==> src/rtl/hdmi_pkg.sv <==
// Shared TMDS definitions: symbol type, the four DVI control symbols and link FSM states.
package hdmi_pkg;

  typedef logic [9:0] tmds_sym_t;

  // Control symbols indexed by {vsync,hsync}
  localparam tmds_sym_t CTRL_00 = 10'b1101010100;
  localparam tmds_sym_t CTRL_01 = 10'b0010101011;
  localparam tmds_sym_t CTRL_10 = 10'b0101010100;
  localparam tmds_sym_t CTRL_11 = 10'b1010101011;

  typedef enum logic [1:0] {
    WAIT_LOCK  = 2'd0,
    RESET_HOLD = 2'd1,
    FLUSH      = 2'd2,
    RUN        = 2'd3
  } link_state_t;

  function automatic int max3(input int a, input int b, input int c);
    int m;
    m = (a > b) ? a : b;
    return (m > c) ? m : c;
  endfunction

endpackage

==> src/rtl/sync_2ff.sv <==
// Generic two-flop synchroniser for single-bit or multi-bit quasi-static CDC inputs.
module sync_2ff #(
  parameter int WIDTH = 1
) (
  input  logic             i_clk,
  input  logic             i_rst_n,
  input  logic [WIDTH-1:0] i_d,
  output logic [WIDTH-1:0] o_q
);

  logic [WIDTH-1:0] r_meta;
  logic [WIDTH-1:0] r_sync;

  always_ff @(posedge i_clk or negedge i_rst_n) begin
    if (!i_rst_n) begin
      r_meta <= '0;
      r_sync <= '0;
    end else begin
      r_meta <= i_d;
      r_sync <= r_meta;
    end
  end

  assign o_q = r_sync;

endmodule

==> src/rtl/tmds_link_sequencer.sv <==
// TMDS lane bring-up controller: lock qualification, serializer reset sequencing,
// control-symbol flush, then hand-off to the encoders; aborts to a safe state on lock loss.
module tmds_link_sequencer
  import hdmi_pkg::*;
#(
  parameter int LOCK_FILTER  = 8,
  parameter int RESET_CYCLES = 16,
  parameter int FLUSH_CYCLES = 64
) (
  input  logic        pix_clk,
  input  logic        reset_n,
  input  logic        mmcm_locked,
  input  logic        enable,
  input  logic [29:0] tmds_in,
  output logic [29:0] tmds_out,
  output logic        serdes_reset,
  output logic        video_en,
  output logic [1:0]  link_state,
  output logic [7:0]  lock_loss_cnt
);

  localparam int CNT_MAX = max3(LOCK_FILTER, RESET_CYCLES, FLUSH_CYCLES);
  localparam int CNT_W   = (CNT_MAX > 1) ? $clog2(CNT_MAX) : 1;

  localparam logic [CNT_W-1:0] LF_TC = CNT_W'(LOCK_FILTER - 1);
  localparam logic [CNT_W-1:0] RC_TC = CNT_W'(RESET_CYCLES - 1);
  localparam logic [CNT_W-1:0] FC_TC = CNT_W'(FLUSH_CYCLES - 1);

  localparam logic [29:0] CTRL_LANES = {3{CTRL_00}};

  logic             w_locked_s;
  logic             w_qual;
  link_state_t      w_nxt_state;
  logic             w_cnt_clr;
  logic             w_cnt_inc;
  logic             w_loss;

  link_state_t      r_state;
  logic [CNT_W-1:0] r_cnt;
  logic [29:0]      r_tmds;
  logic             r_serdes_reset;
  logic             r_video_en;
  logic [7:0]       r_loss_cnt;

  sync_2ff #(.WIDTH(1)) u_lock_sync (
    .i_clk   (pix_clk),
    .i_rst_n (reset_n),
    .i_d     (mmcm_locked),
    .o_q     (w_locked_s)
  );

  assign w_qual = w_locked_s && enable;

  always_comb begin
    w_nxt_state = r_state;
    w_cnt_clr   = 1'b0;
    w_cnt_inc   = 1'b0;
    w_loss      = 1'b0;
    case (r_state)
      WAIT_LOCK: begin
        // The terminal count only counts if this cycle also qualifies
        if (!w_qual)             w_cnt_clr   = 1'b1;
        else if (r_cnt == LF_TC) w_nxt_state = RESET_HOLD;
        else                     w_cnt_inc   = 1'b1;
      end
      RESET_HOLD: begin
        if (r_cnt == RC_TC) w_nxt_state = FLUSH;
        else                w_cnt_inc   = 1'b1;
      end
      FLUSH: begin
        if (r_cnt == FC_TC) w_nxt_state = RUN;
        else                w_cnt_inc   = 1'b1;
      end
      RUN:     w_nxt_state = RUN;
      default: w_nxt_state = WAIT_LOCK;
    endcase
    // Abort has priority over any terminal-count transition above
    if (r_state != WAIT_LOCK) begin
      if (!w_locked_s) begin
        w_nxt_state = WAIT_LOCK;
        w_loss      = (r_state == FLUSH) || (r_state == RUN);
      end else if (!enable) begin
        w_nxt_state = WAIT_LOCK;
      end
    end
  end

  always_ff @(posedge pix_clk or negedge reset_n) begin
    if (!reset_n) begin
      r_state        <= WAIT_LOCK;
      r_cnt          <= '0;
      r_tmds         <= CTRL_LANES;
      r_serdes_reset <= 1'b1;
      r_video_en     <= 1'b0;
      r_loss_cnt     <= 8'd0;
    end else begin
      r_state <= w_nxt_state;
      if ((w_nxt_state != r_state) || w_cnt_clr) r_cnt <= '0;
      else if (w_cnt_inc)                         r_cnt <= r_cnt + 1'b1;

      if (w_loss && (r_loss_cnt != 8'hFF)) r_loss_cnt <= r_loss_cnt + 8'd1;

      // Outputs follow the next state so they line up with link_state
      r_serdes_reset <= (w_nxt_state == WAIT_LOCK) || (w_nxt_state == RESET_HOLD);
      r_video_en     <= (w_nxt_state == RUN);
      r_tmds         <= (w_nxt_state == RUN) ? tmds_in : CTRL_LANES;
    end
  end

  assign tmds_out      = r_tmds;
  assign serdes_reset  = r_serdes_reset;
  assign video_en      = r_video_en;
  assign link_state    = r_state;
  assign lock_loss_cnt = r_loss_cnt;

endmodule
==> config.mk <==
export PLATFORM = sky130hd
export DESIGN_NAME = tmds_link_sequencer
export DESIGN_NICKNAME = d
export VERILOG_FILES = /design/src/rtl/hdmi_pkg.sv /design/src/rtl/sync_2ff.sv /design/src/rtl/tmds_link_sequencer.sv
export SDC_FILE = /design/constraint.sdc
export NUM_CORES = 1
export LEC_CHECK = 0
export CAP_MARGIN = 40
export CORE_ASPECT_RATIO = 1.25
export CORE_MARGIN = 2
export CORE_UTILIZATION = 43
export DETAILED_ROUTE_END_ITERATION = 16
export PLACE_DENSITY = 0.79
export SLEW_MARGIN = 20
export SYNTH_ARGS = -nofsm -noshare
export SYNTH_HDL_FRONTEND = slang
export SYNTH_SLANG_ARGS = --single-unit
export TNS_END_PERCENT = 5
==> constraint.sdc <==
create_clock -name pix_clk -period 2.1 [get_ports pix_clk]
set_input_delay 0.315 -clock pix_clk [delete_from_list [all_inputs] [get_ports pix_clk]]
set_output_delay 0.315 -clock pix_clk [all_outputs]
set_load 0.005 [all_outputs]
==> results of run 1 <==
==> metrics by stage <==
step / std cells / utilization / area, um^2 / setup WS [ps] / hold WS [ps]
after floorplan: 160 / - / 1980 / 330 / 19.4
after global placement: 291 / 0.632 / 2800 / 151 / 319
final: 301 / 0.656 / 2900 / 269 / 368
after CTS: 300 / 0.655 / 2900 / 125 / 372
after global routing: 301 / 0.656 / 2900 / 157 / 383
after detailed placement: 291 / 0.632 / 2800 / 94.0 / 322
==> area by class of cell <==
class / instances / area share
Inverter: 4 / 0.00517
Clock buffer: 8 / 0.0310
Sequential cell: 50 / 0.438
Tap cell: 58 / 0.0250
Timing Repair Buffer: 81 / 0.277
Multi-Input combinational cell: 100 / 0.224
==> report_power, final <==
part / switching (W) / internal [W] / leakage [nW]
sequential: 0.00000177 / 0.000966 / 0.639
clock: 0.000287 / 0.000269 / 0.0455
combinational: 0.0000314 / 0.0000615 / 0.557
==> logic make-up (layout without fill, tap and decap cells) <==
logic type,Yosys count,after routing,synth area share
DFF,50,50,0.643
buffers and inverters,10,93,0.0279
muxes,1,1,0.00570
adders and majority gates,2,2,0.0127
and+or+nand+nor,69,69,0.206
AOI/OAI and AO/OA,21,21,0.0728
xor gates and xnor gates,7,7,0.0310
==> routing by layer <==
metal / up-vias / part of all wire / routed length (um)
met5: - / 0 / 0
met4: 0 / 0.024 / 95
met3: 8 / 0.077 / 299
met2: 48 / 0.50 / 1960
met1: 696 / 0.40 / 1550
li1: 719 / - / -
==> path summary, 6_finish.rpt <==
kind | from | to | slack, ps | depth (start not counted)
min in group asynchronous | reset_n | lock_loss_cnt[1]$_DFFE_PN0P_ | 520 | 3
max | r_cnt[0]$_DFFE_PN0P_ | r_cnt[4]$_DFFE_PN0P_ | 270 | 5
min | u_lock_sync.r_meta$_DFF_PN0_ | u_lock_sync.o_q$_DFF_PN0_ | 370 | 0
max in group asynchronous | reset_n | tmds_out[12]$_DFF_PN1_ | 1290 | 3
max reg2reg | r_cnt[0]$_DFFE_PN0P_ | r_cnt[4]$_DFFE_PN0P_ | 270 | 5
min reg2reg | u_lock_sync.r_meta$_DFF_PN0_ | u_lock_sync.o_q$_DFF_PN0_ | 370 | 0
==> critical path: cells and delay by family, from the launching register on <==
| kind | cells | cell delay (ps) |
|---|---|---|
| AO/OA/AOI/OAI | 2 | 340 |
| AND/OR/NAND/NOR | 2 | 730 |
| adder cells (fa/ha/maj) | 1 | 270 |
| flip-flops | 1 | 410 |
==> what timing repair did <==
| item | 4_1_cts | 5_1_grt |
|---|---|---|
| setup endpoints to repair | 0 | 5 |
| buffers inserted | 0 | 1 |
| endpoints found under the hold margin | 31 | 0 |
| hold buffers | 1 | 0 |
==> state kept, by name (all words and copies together), names as in the netlist <==
signal	flops
video_en	1
tmds_out	30
u_lock_sync.o_q	1
serdes_reset	1
link_state	2
u_lock_sync.r_meta	1
r_cnt	6
lock_loss_cnt	8
==> layout by cell type, fill, tap and decap left out, types with 6 or more instances in the layout <==
cell type        synthesis  final
clkdlybuf4s50_1          0     74
dfrtp_1                 34     34
or3_1                   18     18
and2_1                  17     17
dfstp_2                 16     16
nand2_1                  8      8
nor2_1                   6      6
a21oi_1                  6      6
nand3_1                  6      6
xor2_1                   6      6
clkbuf_8                 0      6
==> impl_metrics.csv, run 1 <==
group,metric,value,unit
status,status,"finished clean",
detailed_routing,drc,0,
critical_path,worstSetupStartpointType,"flop",
sta,rsz0062_at_grt,"no",
clocking,cts_sinks,50,
critical_path,crit_arrival,2050,ps
detailed_routing,dr.first_iter.drc_count,84,
detailed_routing,wl_per_cell,13.0,um
clocking,cts_tree,"yes",
clocking,cts.repair.resized,0,
die,die_h,79.8,um
sta,hold_violations,0,
sta,setup_viol_count_final,0,
clocking,htreeDepth,2,
sta,skew,3.11,ps
logic_synthesis,yosysSeqAreaShare,0.643,
place,gp_congestion,0.803,
final_layout,n_fill_cell,343,
global_routing,top_usage_layer,"met2",
logic_synthesis,yosysTopAreaCell,"dfrtp_1",
sta,worstMarginPinSlew,543,ps
critical_path,critical-path-slowest-cell,"or4_1",
final_layout,drive_above_1_share,0.136,
global_routing,use_met1,0.201,
logic_synthesis,ys.flop_type,"dfrtp_1",
logic_synthesis,synth_edf_count,0,
global_routing,use_met3,0.0691,
final_layout,finalNetCount,278,
detailed_routing,vias,1471,
logic_synthesis,synth_area_per_cell,12.3,um^2
die,start_util,0.446,
critical_path,crit_path_max_fanout,12,
final_layout,areaGrowthSynthToFinish,47.0,%
clocking,clk_pin_slew,80,ps
place,place_hpwl,2780,um
sta,finalCritPeriodShare,0.872,
logic_synthesis,synth_top_area_share,0.431,
global_routing,first_global_vias,1450,
place,numPortBuffers,75,
logic_synthesis,async_flop_share,1.00,
die,row_count,27,
critical_path,crit_type,"flop to flop",
logic_synthesis,synth_seq_cells,50,
critical_path,path_cells,"ha_1 -> and3_4 -> o2bb2ai_2 -> or4_1 -> a21oi_1",
clocking,cts_buffers,5,
global_routing,grt_use_met2,0.277,
run,drv_cap,0,
die,die_area,0.00516,mm^2
final_layout,multi_input_area,649,um^2
detailed_routing,first_pass_iters,4,
logic_synthesis,synth_cells,160,
final_layout,regArea,0.00127,mm^2
power,power_density,557,mW/mm^2
sta,finalCriticalPeriod,1830,ps
final_layout,antenna_cells,0,
global_routing,grt_pass1_wl,6650,um
detailed_routing,vias_per_cell,4.89,
sta,final-max-slew-violation-count,0,
critical_path,critPathRequiredTime,2320,ps
logic_synthesis,synth_nets,196,
power,total_power,0.00162,W
logic_synthesis,ys_top_cells_by_count,"dfrtp_1 (34), or3_1 (18), and2_1 (17), dfstp_2 (16), nand2_1 (8)",
critical_path,max_stage_delay,530,ps
logic_synthesis,synth.distinct_cells,33,
critical_path,endpoint_kind,"flop",
global_routing,grt_max_degree,51,
power,power.leakage,1.24,nW
worst_hold_path,min_path_type,"flop to flop",
sta,max_freq,546,MHz
power,ir_drop,388,uV
logic_synthesis,synth_area,0.00198,mm^2
die,die_w,64.6,um
sta,final.setup.tns,0,ps
die,core_area,0.00443,mm^2
global_routing,grt.total_usage,0.173,
clocking,clockRootBuffer,"clkbuf_8",
detailed_routing,ant_nets,0,
clocking,clk_path_buf_depth,2,
global_routing,antenna_found_initial,0,
logic_synthesis,yosysWarnings,0,
clocking,clock_latency,290,ps
sta,slew_headroom,0.636,
logic_synthesis,synth_area_leaders,"dfrtp_1 (43%), dfstp_2 (21%), or3_1 (5.7%)",
logic_synthesis,synth.most_common_cell,"dfrtp_1",
global_routing,grt_overflow_total,0,
detailed_routing,drt_wl_total,3900,um
die,ios,76,
No activity file was read; power rests on OpenSTA's default activity.
==> run 2, diff against run 1 <==
CORE_UTILIZATION = 38   (was 43)
PLACE_DENSITY = 0.71   (was 0.79)
==> run 2 against run 1 <==
  * Utilization decreased by 7.5 points
  * Global-route usage decreased by 0.85 points
  * Critical path depth unchanged
  * Flip-flop and latch count unchanged
  * Via count increased by 1.3%
  * Register-to-register slack got worse by 70 ps
  * Clock power increased by 16%
  * Largest power group unchanged
  * Sequential share of layout area decreased by 0.39 points
==> impl_metrics.csv, run 2 (same netlist as run 1, synthesis figures left out) <==
group,metric,value,unit
clocking,cts_tree,"yes",
power,power_density,582,mW/mm^2
global_routing,first_global_vias,1398,
critical_path,critPathRequiredTime,2320,ps
critical_path,reg2reg_depth,5,
critical_path,critical-path-slowest-cell,"or4_1",
detailed_routing,drt-met1-wl,1650,um
critical_path,crit_arrival,2120,ps
power,p_seq_frac,0.568,
detailed_routing,highest_layer,"met4",
final_layout,fin_area,0.00293,mm^2
sta,hold_violations,0,
critical_path,worstSetupStartpointType,"flop",
sta,finalCriticalPeriod,1900,ps
detailed_routing,ant_nets,0,
sta,slew_headroom,0.653,
critical_path,crit_type,"flop to flop",
die,start_util,0.392,
power,power.leakage,1.25,nW
detailed_routing,wl_per_cell,13.9,um
sta,max_freq,527,MHz
final_layout,areaGrowthSynthToFinish,48.3,%
detailed_routing,vias_per_cell,4.89,
critical_path,endpoint_kind,"flop",
final_layout,final_common_cell,"clkdlybuf4s50_1",
critical_path,crit_path_max_fanout,12,
detailed_routing,vias,1490,
die,core_area,0.00504,mm^2
clocking,cts_buffers,5,
detailed_routing,wl_met3,265,um
die,ios,76,
critical_path,max_stage_delay,530,ps
clocking,clk_path_buf_depth,2,
global_routing,grt_max_degree,30,
power,ir_drop,428,uV
place,placedInstanceArea,0.00280,mm^2
detailed_routing,drc,0,
clocking,clockRootBuffer,"clkbuf_8",
power,switching_share,0.214,
final_layout,antenna_cells,0,
critical_path,reg2reg_from,"r_cnt[0]$_DFFE_PN0P_",
sta,skew,13.5,ps
sta,rsz0062_at_grt,"no",
critical_path,crit_buf_inv,0,
power,pwr-share-clk,0.378,
place,numPortBuffers,75,
power,p_sw,0.000365,W
critical_path,cp_top_family,"simple AND/OR/NAND/NOR gates",
detailed_routing,drt_wl_total,4240,um
clocking,clk_pin_slew,80,ps
die,die_h,84.6,um
clocking,clock_latency,310,ps
sta,final.setup.tns,0,ps
global_routing,grt_pass1_wl,7160,um
sta,setup_viol_count_final,0,
critical_path,path_depth,5,
detailed_routing,dr.first_iter.drc_count,79,
run,drv_cap,0,
critical_path,r2r-end,"r_cnt[3]$_DFFE_PN0P_",
power,comb_power_share,0.054,
die,die_w,68.5,um
power,internal_power,0.00134,W
critical_path,cp-startpoint,"r_cnt[0]$_DFFE_PN0P_",
place,gp_congestion,0.805,
final_layout,drive_above_1_share,0.144,
sta,finalCritPeriodShare,0.903,
die,die_area,0.00580,mm^2
final_layout,finalNetCount,278,
global_routing,grt.total_usage,0.164,
critical_path,r2r_setup_slack,200,ps
status,status,"finished clean",
final_layout,largest_register_ffs,30,
die,row_count,29,
place,place_hpwl,3060,um
clocking,htreeDepth,2,
sta,worstMarginPinSlew,520,ps
global_routing,grt_overflow_total,0,
critical_path,crit_path_end,"r_cnt[3]$_DFFE_PN0P_",
clocking,cts_sinks,50,
sta,final-max-slew-violation-count,0,
detailed_routing,dr_wl_met2,2270,um
final_layout,mostFrequentLayoutCells,"clkdlybuf4s50_1 (74), dfrtp_1 (34), or3_1 (18)",
worst_hold_path,min_path_type,"flop to flop",
critical_path,path_cells,"ha_1 -> and3_4 -> o2bb2ai_2 -> or4_1 -> a21oi_1",
detailed_routing,first_pass_iters,4,
global_routing,antenna_found_initial,0,
run 2: cell count changes in the layout (fill, tap and decap cells not counted), sizes merged:
cell | previous run | this run
clkinv | 0 | 1
clkbuf | 8 | 6
inv | 4 | 5
run 2: how the worst min path moves through the flow:
stage	from	end	slack, ps	cells after the start
2_1_floorplan	reset_n	link_state[0]$_DFF_PN0_	20	0
3_3_place_gp	reset_n	tmds_out[27]$_DFF_PN0_	310	1
3_5_place_dp	reset_n	tmds_out[27]$_DFF_PN0_	320	1
4_1_cts	u_lock_sync.r_meta$_DFF_PN0_	u_lock_sync.o_q$_DFF_PN0_	360	0
5_1_grt	u_lock_sync.r_meta$_DFF_PN0_	u_lock_sync.o_q$_DFF_PN0_	370	0
6_report	u_lock_sync.r_meta$_DFF_PN0_	u_lock_sync.o_q$_DFF_PN0_	360	0
run 2: metal layers:
layer	GRT usage	up-vias
met5	0	-
met4	0.0491	0
met3	0.0563	6
met2	0.253	40
met1	0.216	726
li1	-	718
run 2: area by class of cell:
cell class	instances	area [um^2]
Clock buffer	6	93.8
Clock inverter	2	17.5
Fill cell	449	2110
Inverter	4	15.0
Multi-Input combinational cell	100	649
Sequential cell	50	1270
Tap cell	62	77.6
Timing Repair Buffer	81	806
run 2: power groups by stage:
stage | registers, W | clock network [W] | logic (W)
6_report | 0.000968 | 0.000644 | 0.0000927
5_1_grt | 0.000969 | 0.000716 | 0.000104
4_1_cts | 0.000969 | 0.000666 | 0.0000933
3_5_place_dp | 0.000986 | 0 | 0.0000915
3_3_place_gp | 0.000986 | 0 | 0.0000909
2_1_floorplan | 0.000986 | 0 | 0.00000897
run 2: what timing repair did:
action | 4_1_cts | 5_1_grt
hold buffers | 1 | 0
resized for setup | 0 | 0
endpoints found under the setup margin | 0 | 6
endpoints found under the hold margin | 20 | 0
setup buffers | 0 | 1
run 2: stage by stage:
stage                     hold WS, ps  utilization  std cells  total power, W  setup WS, ps
after global routing              366        0.581        305         0.00179           114
final                             357        0.581        305         0.00171           204
after floorplan                  19.4            -        160        0.000995           330
after global placement            315        0.555        295         0.00108           176
after CTS                         360        0.580        304         0.00173          88.8
after detailed placement          315        0.555        295         0.00108           107
